===== config.mk =====
export PLATFORM = sky130hd
export DESIGN_NAME = alu_serial_seq
export DESIGN_NICKNAME = d
export VERILOG_FILES = /design/src/rtl/alu_pkg.sv /design/src/rtl/alu_top.sv /design/src/rtl/alu_serial_seq.sv
export SDC_FILE = /design/constraint.sdc
export NUM_CORES = 1
export LEC_CHECK = 0
export ABC_CLOCK_PERIOD_IN_PS = 2800
export CAP_MARGIN = 10
export CORE_MARGIN = 4
export CORE_UTILIZATION = 46
export CTS_CLUSTER_DIAMETER = 100
export CTS_CLUSTER_SIZE = 25
export DETAILED_ROUTE_END_ITERATION = 16
export GPL_ROUTABILITY_DRIVEN = 0
export HOLD_SLACK_MARGIN = 0.15
export PLACE_DENSITY = 0.76
export SETUP_SLACK_MARGIN = 0.5
export SLEW_MARGIN = 25
export SYNTH_ARGS = -nofsm -noshare
export SYNTH_HDL_FRONTEND = slang
export SYNTH_SLANG_ARGS = --single-unit

===== constraint.sdc =====
create_clock -name clk_i -period 2.8 [get_ports clk_i]
set_input_delay 0.84 -clock clk_i [delete_from_list [all_inputs] [get_ports clk_i]]
set_output_delay 0.84 -clock clk_i [all_outputs]
set_load 0.01 [all_outputs]

===== src/rtl/alu_pkg.sv =====
// Shared definitions for the bit-serial ALU: opcodes, default width, state encoding
// and the opcode-to-slice-control decode.
package alu_pkg;

  localparam int unsigned DefaultWidth = 32;

  localparam logic [3:0] OpAnd = 4'b0000;
  localparam logic [3:0] OpOr  = 4'b0001;
  localparam logic [3:0] OpAdd = 4'b0010;
  localparam logic [3:0] OpSub = 4'b0110;
  localparam logic [3:0] OpSlt = 4'b0111;
  localparam logic [3:0] OpNor = 4'b1100;

  typedef enum logic [1:0] {
    StIdle = 2'd0,
    StRun  = 2'd1,
    StFin  = 2'd2
  } state_e;

  typedef struct packed {
    logic       valid;
    logic       a_inv;
    logic       b_inv;
    logic       cin;
    logic [1:0] op;
  } ctrl_t;

  function automatic ctrl_t alu_decode(input logic [3:0] code);
    ctrl_t c;
    c = '0;
    case (code)
      OpAnd:   c = '{valid: 1'b1, a_inv: 1'b0, b_inv: 1'b0, cin: 1'b0, op: 2'b00};
      OpOr:    c = '{valid: 1'b1, a_inv: 1'b0, b_inv: 1'b0, cin: 1'b0, op: 2'b01};
      OpAdd:   c = '{valid: 1'b1, a_inv: 1'b0, b_inv: 1'b0, cin: 1'b0, op: 2'b10};
      OpSub:   c = '{valid: 1'b1, a_inv: 1'b0, b_inv: 1'b1, cin: 1'b1, op: 2'b10};
      OpSlt:   c = '{valid: 1'b1, a_inv: 1'b0, b_inv: 1'b1, cin: 1'b1, op: 2'b11};
      OpNor:   c = '{valid: 1'b1, a_inv: 1'b1, b_inv: 1'b1, cin: 1'b0, op: 2'b00};
      default: c = '0;
    endcase
    return c;
  endfunction

endpackage


===== src/rtl/alu_top.sv =====
// 1-bit ALU slice: optional operand inversion, AND/OR/sum/less select, full-adder carry.
module alu_top (
  input  logic       a_i,
  input  logic       b_i,
  input  logic       less_i,
  input  logic       a_invert_i,
  input  logic       b_invert_i,
  input  logic       cin_i,
  input  logic [1:0] operation_i,
  output logic       result_o,
  output logic       cout_o
);

  logic a_p, b_p;

  always_comb begin
    a_p    = a_i ^ a_invert_i;
    b_p    = b_i ^ b_invert_i;
    cout_o = (a_p & b_p) | (a_p & cin_i) | (b_p & cin_i);
    unique case (operation_i)
      2'b00:   result_o = a_p & b_p;
      2'b01:   result_o = a_p | b_p;
      2'b10:   result_o = a_p ^ b_p ^ cin_i;
      default: result_o = less_i;
    endcase
  end

endmodule


===== src/rtl/alu_serial_seq.sv =====
// Bit-serial ALU: feeds one operand bit per cycle through a single alu_top slice,
// LSB first, and applies the overflow / SLT fix-up on the MSB cycle.
module alu_serial_seq
  import alu_pkg::*;
#(
  parameter int unsigned WIDTH = DefaultWidth
) (
  input  logic             clk_i,
  input  logic             rst_i,
  input  logic             start_i,
  input  logic [WIDTH-1:0] src1_i,
  input  logic [WIDTH-1:0] src2_i,
  input  logic [3:0]       ALU_control_i,
  output logic [WIDTH-1:0] result_o,
  output logic             zero_o,
  output logic             cout_o,
  output logic             overflow_o,
  output logic             busy_o,
  output logic             done_o
);

  localparam int unsigned IdxW = (WIDTH > 1) ? $clog2(WIDTH) : 1;

  state_e           state_q, state_d;
  logic [WIDTH-1:0] a_q, b_q, result_q;
  ctrl_t            ctrl_q;
  logic [IdxW-1:0]  idx_q;
  logic             carry_q, cout_q, ovf_q;

  logic accept, last_bit;
  logic slice_result, slice_cout;
  logic msb_ovf, slt_set;
  ctrl_t start_ctrl;

  assign start_ctrl = alu_decode(ALU_control_i);
  assign accept     = (state_q == StIdle) && start_i;
  assign last_bit   = (idx_q == IdxW'(WIDTH - 1));

  alu_top u_slice (
    .a_i         (a_q[idx_q]),
    .b_i         (b_q[idx_q]),
    .less_i      (1'b0),
    .a_invert_i  (ctrl_q.a_inv),
    .b_invert_i  (ctrl_q.b_inv),
    .cin_i       (carry_q),
    .operation_i (ctrl_q.op),
    .result_o    (slice_result),
    .cout_o      (slice_cout)
  );

  // On the MSB cycle carry_q is the carry into the MSB.
  assign msb_ovf = carry_q ^ slice_cout;
  assign slt_set = (a_q[idx_q] ^ ctrl_q.a_inv) ^ (b_q[idx_q] ^ ctrl_q.b_inv) ^ carry_q ^ msb_ovf;

  always_ff @(posedge clk_i) begin
    if (rst_i) begin
      state_q <= StIdle;
    end else begin
      state_q <= state_d;
    end
  end

  always_comb begin
    state_d = state_q;
    unique case (state_q)
      StIdle:  if (start_i) state_d = StRun;
      StRun:   if (last_bit) state_d = StFin;
      StFin:   state_d = StIdle;
      default: state_d = StIdle;
    endcase
  end

  always_ff @(posedge clk_i) begin
    if (rst_i) begin
      a_q      <= '0;
      b_q      <= '0;
      ctrl_q   <= '0;
      idx_q    <= '0;
      carry_q  <= 1'b0;
      result_q <= '0;
      cout_q   <= 1'b0;
      ovf_q    <= 1'b0;
    end else if (accept) begin
      a_q      <= src1_i;
      b_q      <= src2_i;
      ctrl_q   <= start_ctrl;
      idx_q    <= '0;
      carry_q  <= start_ctrl.cin;
      result_q <= '0;
      cout_q   <= 1'b0;
      ovf_q    <= 1'b0;
    end else if (state_q == StRun) begin
      result_q[idx_q] <= ctrl_q.valid & slice_result;
      carry_q         <= slice_cout;
      if (!last_bit) begin
        idx_q <= idx_q + 1'b1;
      end else if (ctrl_q.valid) begin
        if (ctrl_q.op[1]) cout_q <= slice_cout;
        if (ctrl_q.op == 2'b10) ovf_q <= msb_ovf;
        // SLT: the slice wrote 0 everywhere; the sign-corrected compare lands in bit 0.
        if (ctrl_q.op == 2'b11) result_q[0] <= slt_set;
      end
    end
  end

  always_comb begin
    busy_o     = (state_q == StRun) || (state_q == StFin);
    done_o     = (state_q == StFin);
    result_o   = result_q;
    zero_o     = done_o && (result_q == '0);
    cout_o     = cout_q;
    overflow_o = ovf_q;
  end

endmodule


==> impl_metrics.env, run 1 <==
export IMPL_cts_root_buf="clkbuf_8"
export IMPL_slew_headroom_pct=68.4
export IMPL_timing_rr_start="idx_q[1]"
export IMPL_rsz0062_at_grt="true"
export IMPL_ctsHoldBuffers=0
export IMPL_maxCapViolations=0
export IMPL_violations="negative setup slack"
export IMPL_dieWidth_um=113
export IMPL_globalRouteTotalUtil_pct=20.0
export IMPL_worstPathRequired_ns=3.11
export IMPL_cts_max_level=3
export IMPL_rows=38
export IMPL_fmax_ghz=0.329
export IMPL_start_kind="flop"
export IMPL_yosys_warnings=0
export IMPL_drcViolationCount=0
export IMPL_setup_violations=32
export IMPL_fin_crit_ns=3.04
export IMPL_drt_total_wl_mm=13.0
export IMPL_io_pins=108
export IMPL_min_delay_path_depth=2
export IMPL_ant_nets=0
export IMPL_crit_fanout=17
export IMPL_worstReg2RegEnd="result_o[23]"
export IMPL_ys_flop_type="dfxtp_1"
export IMPL_multi_input_area_um2=2770
export IMPL_crit_type="flop to flop"
export IMPL_areaGrowthSynthToFinish_pct=33.9
export IMPL_antenna_found_initial=0
export IMPL_syn_inst=595
export IMPL_ff2ff_path_depth=13
export IMPL_yosys_area_top_type="dfxtp_1"
export IMPL_drv_slew=0
export IMPL_synth_edf_count=0
export IMPL_synth_cell_area_um2=5100
export IMPL_path_cells="buf_12 > mux2i_1 > o21ai_0 > nor4_2 > o221ai_2 > xor2_2 > ha_4 > xor2_1 > nand3_1 > o21ai_1 > o311a_4 > nand4_4 > o21ai_2"
export IMPL_cts_tree="yes"
export IMPL_drt_iter0_drc=224
export IMPL_final_nets=792
export IMPL_reg2reg_slack_ns=-0.24
export IMPL_min_path_type="flop to flop"
export IMPL_vias_per_cell=5.44
export IMPL_peakVddDrop_mv=0.255
export IMPL_antenna_cells=0
export IMPL_worst_slack_ns=-0.243
export IMPL_fin_cells=855
export IMPL_synth_area_leaders="dfxtp_1 44%, nand2_1 10%, a21oi_1 7.1%"
export IMPL_drive_gt1_share_pct=18.2
export IMPL_wl_per_cell_um=15.2
export IMPL_synth_nets=676
export IMPL_cts_buffers=9
export IMPL_clock_skew_ns=0.0121
export IMPL_placed_area_um2=6450
export IMPL_yosysUniqueCellTypes=47
export IMPL_worst_slew_pin_slew_ns=0.474
export IMPL_crit_path_top_delay_cell="dfxtp_4"
export IMPL_power_leakage_nw=2.40
export IMPL_clockBufferDepth=2
export IMPL_dpl_cell_count=830
export IMPL_die_h_um=113
export IMPL_grt_max_degree=56
export IMPL_area_sequential_um2=2230
export IMPL_firstDrtPassIters=4
export IMPL_vias=4648
export IMPL_initial_core_util_pct=47.0
export IMPL_core_um2=10800
export IMPL_netlist_area_leader_share_pct=43.6
export IMPL_hold_viol_final=0
export IMPL_synth_commonest_cells="140 x nand2_1, 111 x dfxtp_1, 72 x a21oi_1, 32 x o211ai_1, 30 x mux2i_1"
export IMPL_nFillCells=932
export IMPL_hp_start="a_q[13]"
export IMPL_die_area_um2=12800
export IMPL_port_buffers=107
export IMPL_grt_pass1_vias=4566
export IMPL_grt_pass1_wl_mm=21.4
export IMPL_grt_overflow=0
export IMPL_period_share_pct=109
export IMPL_yosysMostFrequentCell="nand2_1"
export IMPL_slowest_delay_ns=0.41
export IMPL_clk_pin_slew_worst_paths_ns=0.11
export IMPL_crit_path_end_kind="flop"
export IMPL_dp_hpwl_mm=9.81
export IMPL_min_to="a_q[13]"
export IMPL_clk_latency_ns=0.38
export IMPL_status="complete, but fails checks"
export IMPL_final_area_um2=6830
export IMPL_async_flop_share_pct=0
export IMPL_power_density_nw_per_um2=471
export IMPL_clock_sinks=111
export IMPL_ys_seq_elements=111
export IMPL_synth_area_per_cell_um2=8.57
export IMPL_synth_seq_area_share_pct=43.6
export IMPL_arrival_ns=3.35
==> power breakdown <==
| group | switching [mW] | internal [mW] |
|---|---|---|
| Clock | 0.542 | 0.330 |
| Combinational | 0.331 | 0.290 |
| Sequential | 0.0580 | 1.66 |
| Total | 0.932 | 2.28 |
==> state kept, by name, indices dropped and copies added (netlist names) <==
signal,flops
cout_o,1
idx_q,5
ctrl_q,5
overflow_o,1
carry_q,1
state_q,2
a_q,32
b_q,32
result_o,32
==> cell families (layout without fill, tap and decap cells) <==
family | count (synthesis) | count (layout) | synth area share [%]
adder cells (fa/ha/maj) | 10 | 10 | 2.45
buffers and inverters | 53 | 173 | 4.86
multiplexers | 33 | 33 | 6.99
AO/OA/AOI/OAI | 167 | 167 | 21.0
AND/OR/NAND/NOR | 214 | 214 | 19.6
flip-flops | 111 | 111 | 43.6
XOR/XNOR | 7 | 7 | 1.50
==> worst max path at each step <==
stage,start,end,slack [ns]
floorplan,idx_q[1],result_o[11],-0.07
global placement,idx_q[3],result_o[11],-0.11
detailed placement,idx_q[1],result_o[13],-0.23
CTS,idx_q[1],result_o[22],-0.19
global route,idx_q[1],result_o[23],-0.36
finish,idx_q[1],result_o[23],-0.24
==> through the flow <==
step	power, mW	hold WS (ns)	setup slack [ns]	util, %	setup TNS, ns
after CTS	3.20	0.462	-0.188	62.1	-5.08
after detailed placement	2.34	0.449	-0.231	59.5	-6.44
final	3.21	0.463	-0.243	63.0	-6.88
after floorplan	2.10	0.433	-0.0720	-	-1.66
after global routing	3.35	0.477	-0.360	63.0	-10.39
after global placement	2.32	0.443	-0.114	59.5	-2.91
==> what timing repair did <==
action / CTS / global route
pin swaps: 1 / 2
buffers inserted: 7 / 2
cloned: 0 / 1
resized for setup: 22 / 16
endpoints found under the setup margin: 38 / 37
==> final cells by class <==
| class | instances | share of cell area [%] |
|---|---|---|
| multi-input cells | 431 | 40.6 |
| flip-flops and latches | 111 | 32.7 |
| repair buffers | 149 | 21.1 |
| well taps | 140 | 2.57 |
| clock buffers | 10 | 1.87 |
| clock inverters | 5 | 0.641 |
| inverters | 9 | 0.532 |
==> layout by cell type (no fill, tap or decap), types with 9 or more instances in the layout <==
master           instances
nor2_1                  21
o22ai_1                 10
nand2_1                139
mux2i_1                 27
clkbuf_8                 9
o21ai_2                 29
buf_4                   36
o211ai_1                32
a21oi_1                 71
dfxtp_1                105
nor3_1                   9
clkdlybuf4s50_1        103
==> critical path: cells and delay by family, from the launching register on <==
family | cells | cell delay, ns
fa+ha+maj | 1 | 0.28
buf+inv | 1 | 0.18
mux | 1 | 0.20
simple gates | 3 | 0.65
xor+xnor | 2 | 0.37
compound gates | 5 | 0.89
flops | 1 | 0.41
==> metal layers <==
layer	vias to the layer above	track usage, %	routed length (µm)
met2	143	34.9	6300
met3	26	3.64	717
met5	-	0	0
met1	2146	25.0	5690
li1	2333	-	-
met4	0	6.65	244
Note: power is estimated with default switching activity, not from simulation.
==> run 2: changes to the inputs <==
Settings changed: PLACE_DENSITY 0.76 to 0.84.
==> run 2 against run 1 <==
The flow still finishes with violations (negative setup slack); highest routed layer unchanged; largest cell class unchanged; die area unchanged; largest power group unchanged; first-iteration DRC count rose by 60%; maximum frequency is 3.4% lower; sequential share of layout area decreased by 0.81 points; combinational power increased by 3%; via count is 5.1% higher; register-to-register slack lost 0.11 ns; sequential cell count unchanged; critical endpoint is now result_o[22]; sequential power hardly changed; power grew 5.1%.
==> impl_metrics.env, run 2 (synthesis results as in run 1) <==
export IMPL_violations="negative setup slack"
export IMPL_hold_viol_final=0
export IMPL_worst_slew_pin_slew_ns=0.551
export IMPL_rows=38
export IMPL_final_nets=800
export IMPL_clk_pin_slew_worst_paths_ns=0.11
export IMPL_core_um2=10800
export IMPL_worst_slack_ns=-0.351
export IMPL_pre_cts_slack_ns=-0.208
export IMPL_setup_violations=32
export IMPL_fin_cells=864
export IMPL_nFillCells=845
export IMPL_areaGrowthSynthToFinish_pct=37.4
export IMPL_grt_max_degree=46
export IMPL_clockBufferDepth=2
export IMPL_vias=4883
export IMPL_fmax_ghz=0.317
export IMPL_cts_max_level=3
export IMPL_cts_buffers=9
export IMPL_holdWs_ns=0.461
export IMPL_layout_common_cells="138 x nand2_1, 104 x dfxtp_1, 103 x clkdlybuf4s50_1"
export IMPL_layout_commonest_cell="nand2_1"
export IMPL_crit_fanout=8
export IMPL_peakVddDrop_mv=0.271
export IMPL_finalPower_mw=3.38
export IMPL_drt_iter0_drc=359
export IMPL_port_buffers=107
export IMPL_power_leakage_nw=2.47
export IMPL_power_density_nw_per_um2=482
export IMPL_drv_slew=0
export IMPL_rsz0062_at_grt="true"
export IMPL_dp_hpwl_mm=10.1
export IMPL_fin_crit_ns=3.15
export IMPL_wl_per_cell_um=17.0
export IMPL_globalRouteTotalUtil_pct=21.7
export IMPL_cts_tree="yes"
export IMPL_grt_overflow=0
export IMPL_min_path_type="flop to flop"
export IMPL_status="complete, but fails checks"
export IMPL_ant_nets=0
export IMPL_drt_total_wl_mm=14.7
export IMPL_dieWidth_um=113
export IMPL_arrival_ns=3.47
export IMPL_dpl_cell_count=831
export IMPL_die_h_um=113
export IMPL_period_share_pct=113
export IMPL_clock_sinks=111
export IMPL_drcViolationCount=0
export IMPL_crit_path_end_kind="flop"
export IMPL_io_pins=108
export IMPL_vias_per_cell=5.65
export IMPL_initial_core_util_pct=47.0
export IMPL_clk_latency_ns=0.39
export IMPL_firstDrtPassIters=5
export IMPL_clock_skew_ns=0.0118
export IMPL_slew_headroom_pct=63.3
export IMPL_antenna_found_initial=0
export IMPL_cts_root_buf="clkbuf_8"
export IMPL_drive_gt1_share_pct=21.1
export IMPL_maxCapViolations=0
export IMPL_start_kind="flop"
export IMPL_crit_type="flop to flop"
export IMPL_grt_pass1_wl_mm=22.8
export IMPL_die_area_um2=12800
export IMPL_grt_pass1_vias=4727
export IMPL_antenna_cells=0
export IMPL_worstPathRequired_ns=3.12
-- run 2: cell types whose count changed in the layout (fill, tap and decap cells not counted), moves of 2 or more --
cell | previous run | this run
buf_6 | 2 | 4
o21ai_1 | 4 | 7
mux2i_4 | 1 | 3
o22ai_1 | 10 | 6
mux2i_1 | 27 | 25
o21ai_2 | 29 | 27
buf_4 | 36 | 42
clkinv_2 | 0 | 2
o22ai_2 | 2 | 6
inv_1 | 7 | 5
-- run 2: what timing repair did --
action                                 in CTS  in global routing
setup endpoints to repair                  38                 42
hold buffers                                0                  0
setup buffers                               7                  9
pin swaps                                   5                 11
gates resized for setup                    31                 29
endpoints found under the hold margin       0                  0
gates cloned                                0                  1
-- run 2: path summary, 6_finish.rpt --
kind,start,end,slack [ns],depth (start not counted)
max,idx_q[1],result_o[22],-0.35,14
min reg2reg,a_q[1],a_q[1],0.46,2
min,a_q[1],a_q[1],0.46,2
max reg2reg,idx_q[1],result_o[22],-0.35,14
-- run 2: report_power, final --
part           switching, mW  internal (mW)
Clock                  0.566          0.445
Combinational          0.346          0.294
Sequential            0.0643           1.66
Total                  0.976           2.40
-- run 2: routing by layer --
metal  GRT usage (%)  vias up  wire length, µm
met5               0        -                0
met4            8.65        0              448
met3            4.81       39              820
met2            37.3      184             7520
met1            26.3     2312             5940
li1                -     2348                -
-- run 2: area by class of cell --
cell class | instances | area, µm² | share of cell area, %
timing repair buffer | 157 | 1500 | 21.3
inverter | 9 | 38.8 | 0.554
sequential | 111 | 2240 | 31.9
tap | 140 | 175 | 2.50
clock inverter | 6 | 67.6 | 0.965
clock buffer | 10 | 138 | 1.96
multi-input combinational | 431 | 2850 | 40.7
-- run 2: critical path: stages, from the launching register on --
cell and delay [ns]:
dfxtp_4 0.42, buf_12 0.13, buf_8 0.11, mux2i_2 0.28, o22ai_2 0.15, nor4_2 0.33, o221ai_2 0.17, xor2_2 0.19
ha_4 0.29, xor2_1 0.14, nand3_1 0.10, o21ai_2 0.08, o311a_4 0.29, nand4_4 0.22, o21ai_2 0.19
-- run 2: stage by stage --
step | area (µm²) | setup TNS, ns | utilization, %
3_5_place_dp | 6450 | -5.77 | 59.5
3_3_place_gp | 6450 | -2.70 | 59.5
2_1_floorplan | 5190 | -1.66 | -
5_1_grt | 7000 | -14.84 | 64.6
4_1_cts | 6810 | -3.73 | 62.8
6_report | 7000 | -10.19 | 64.6
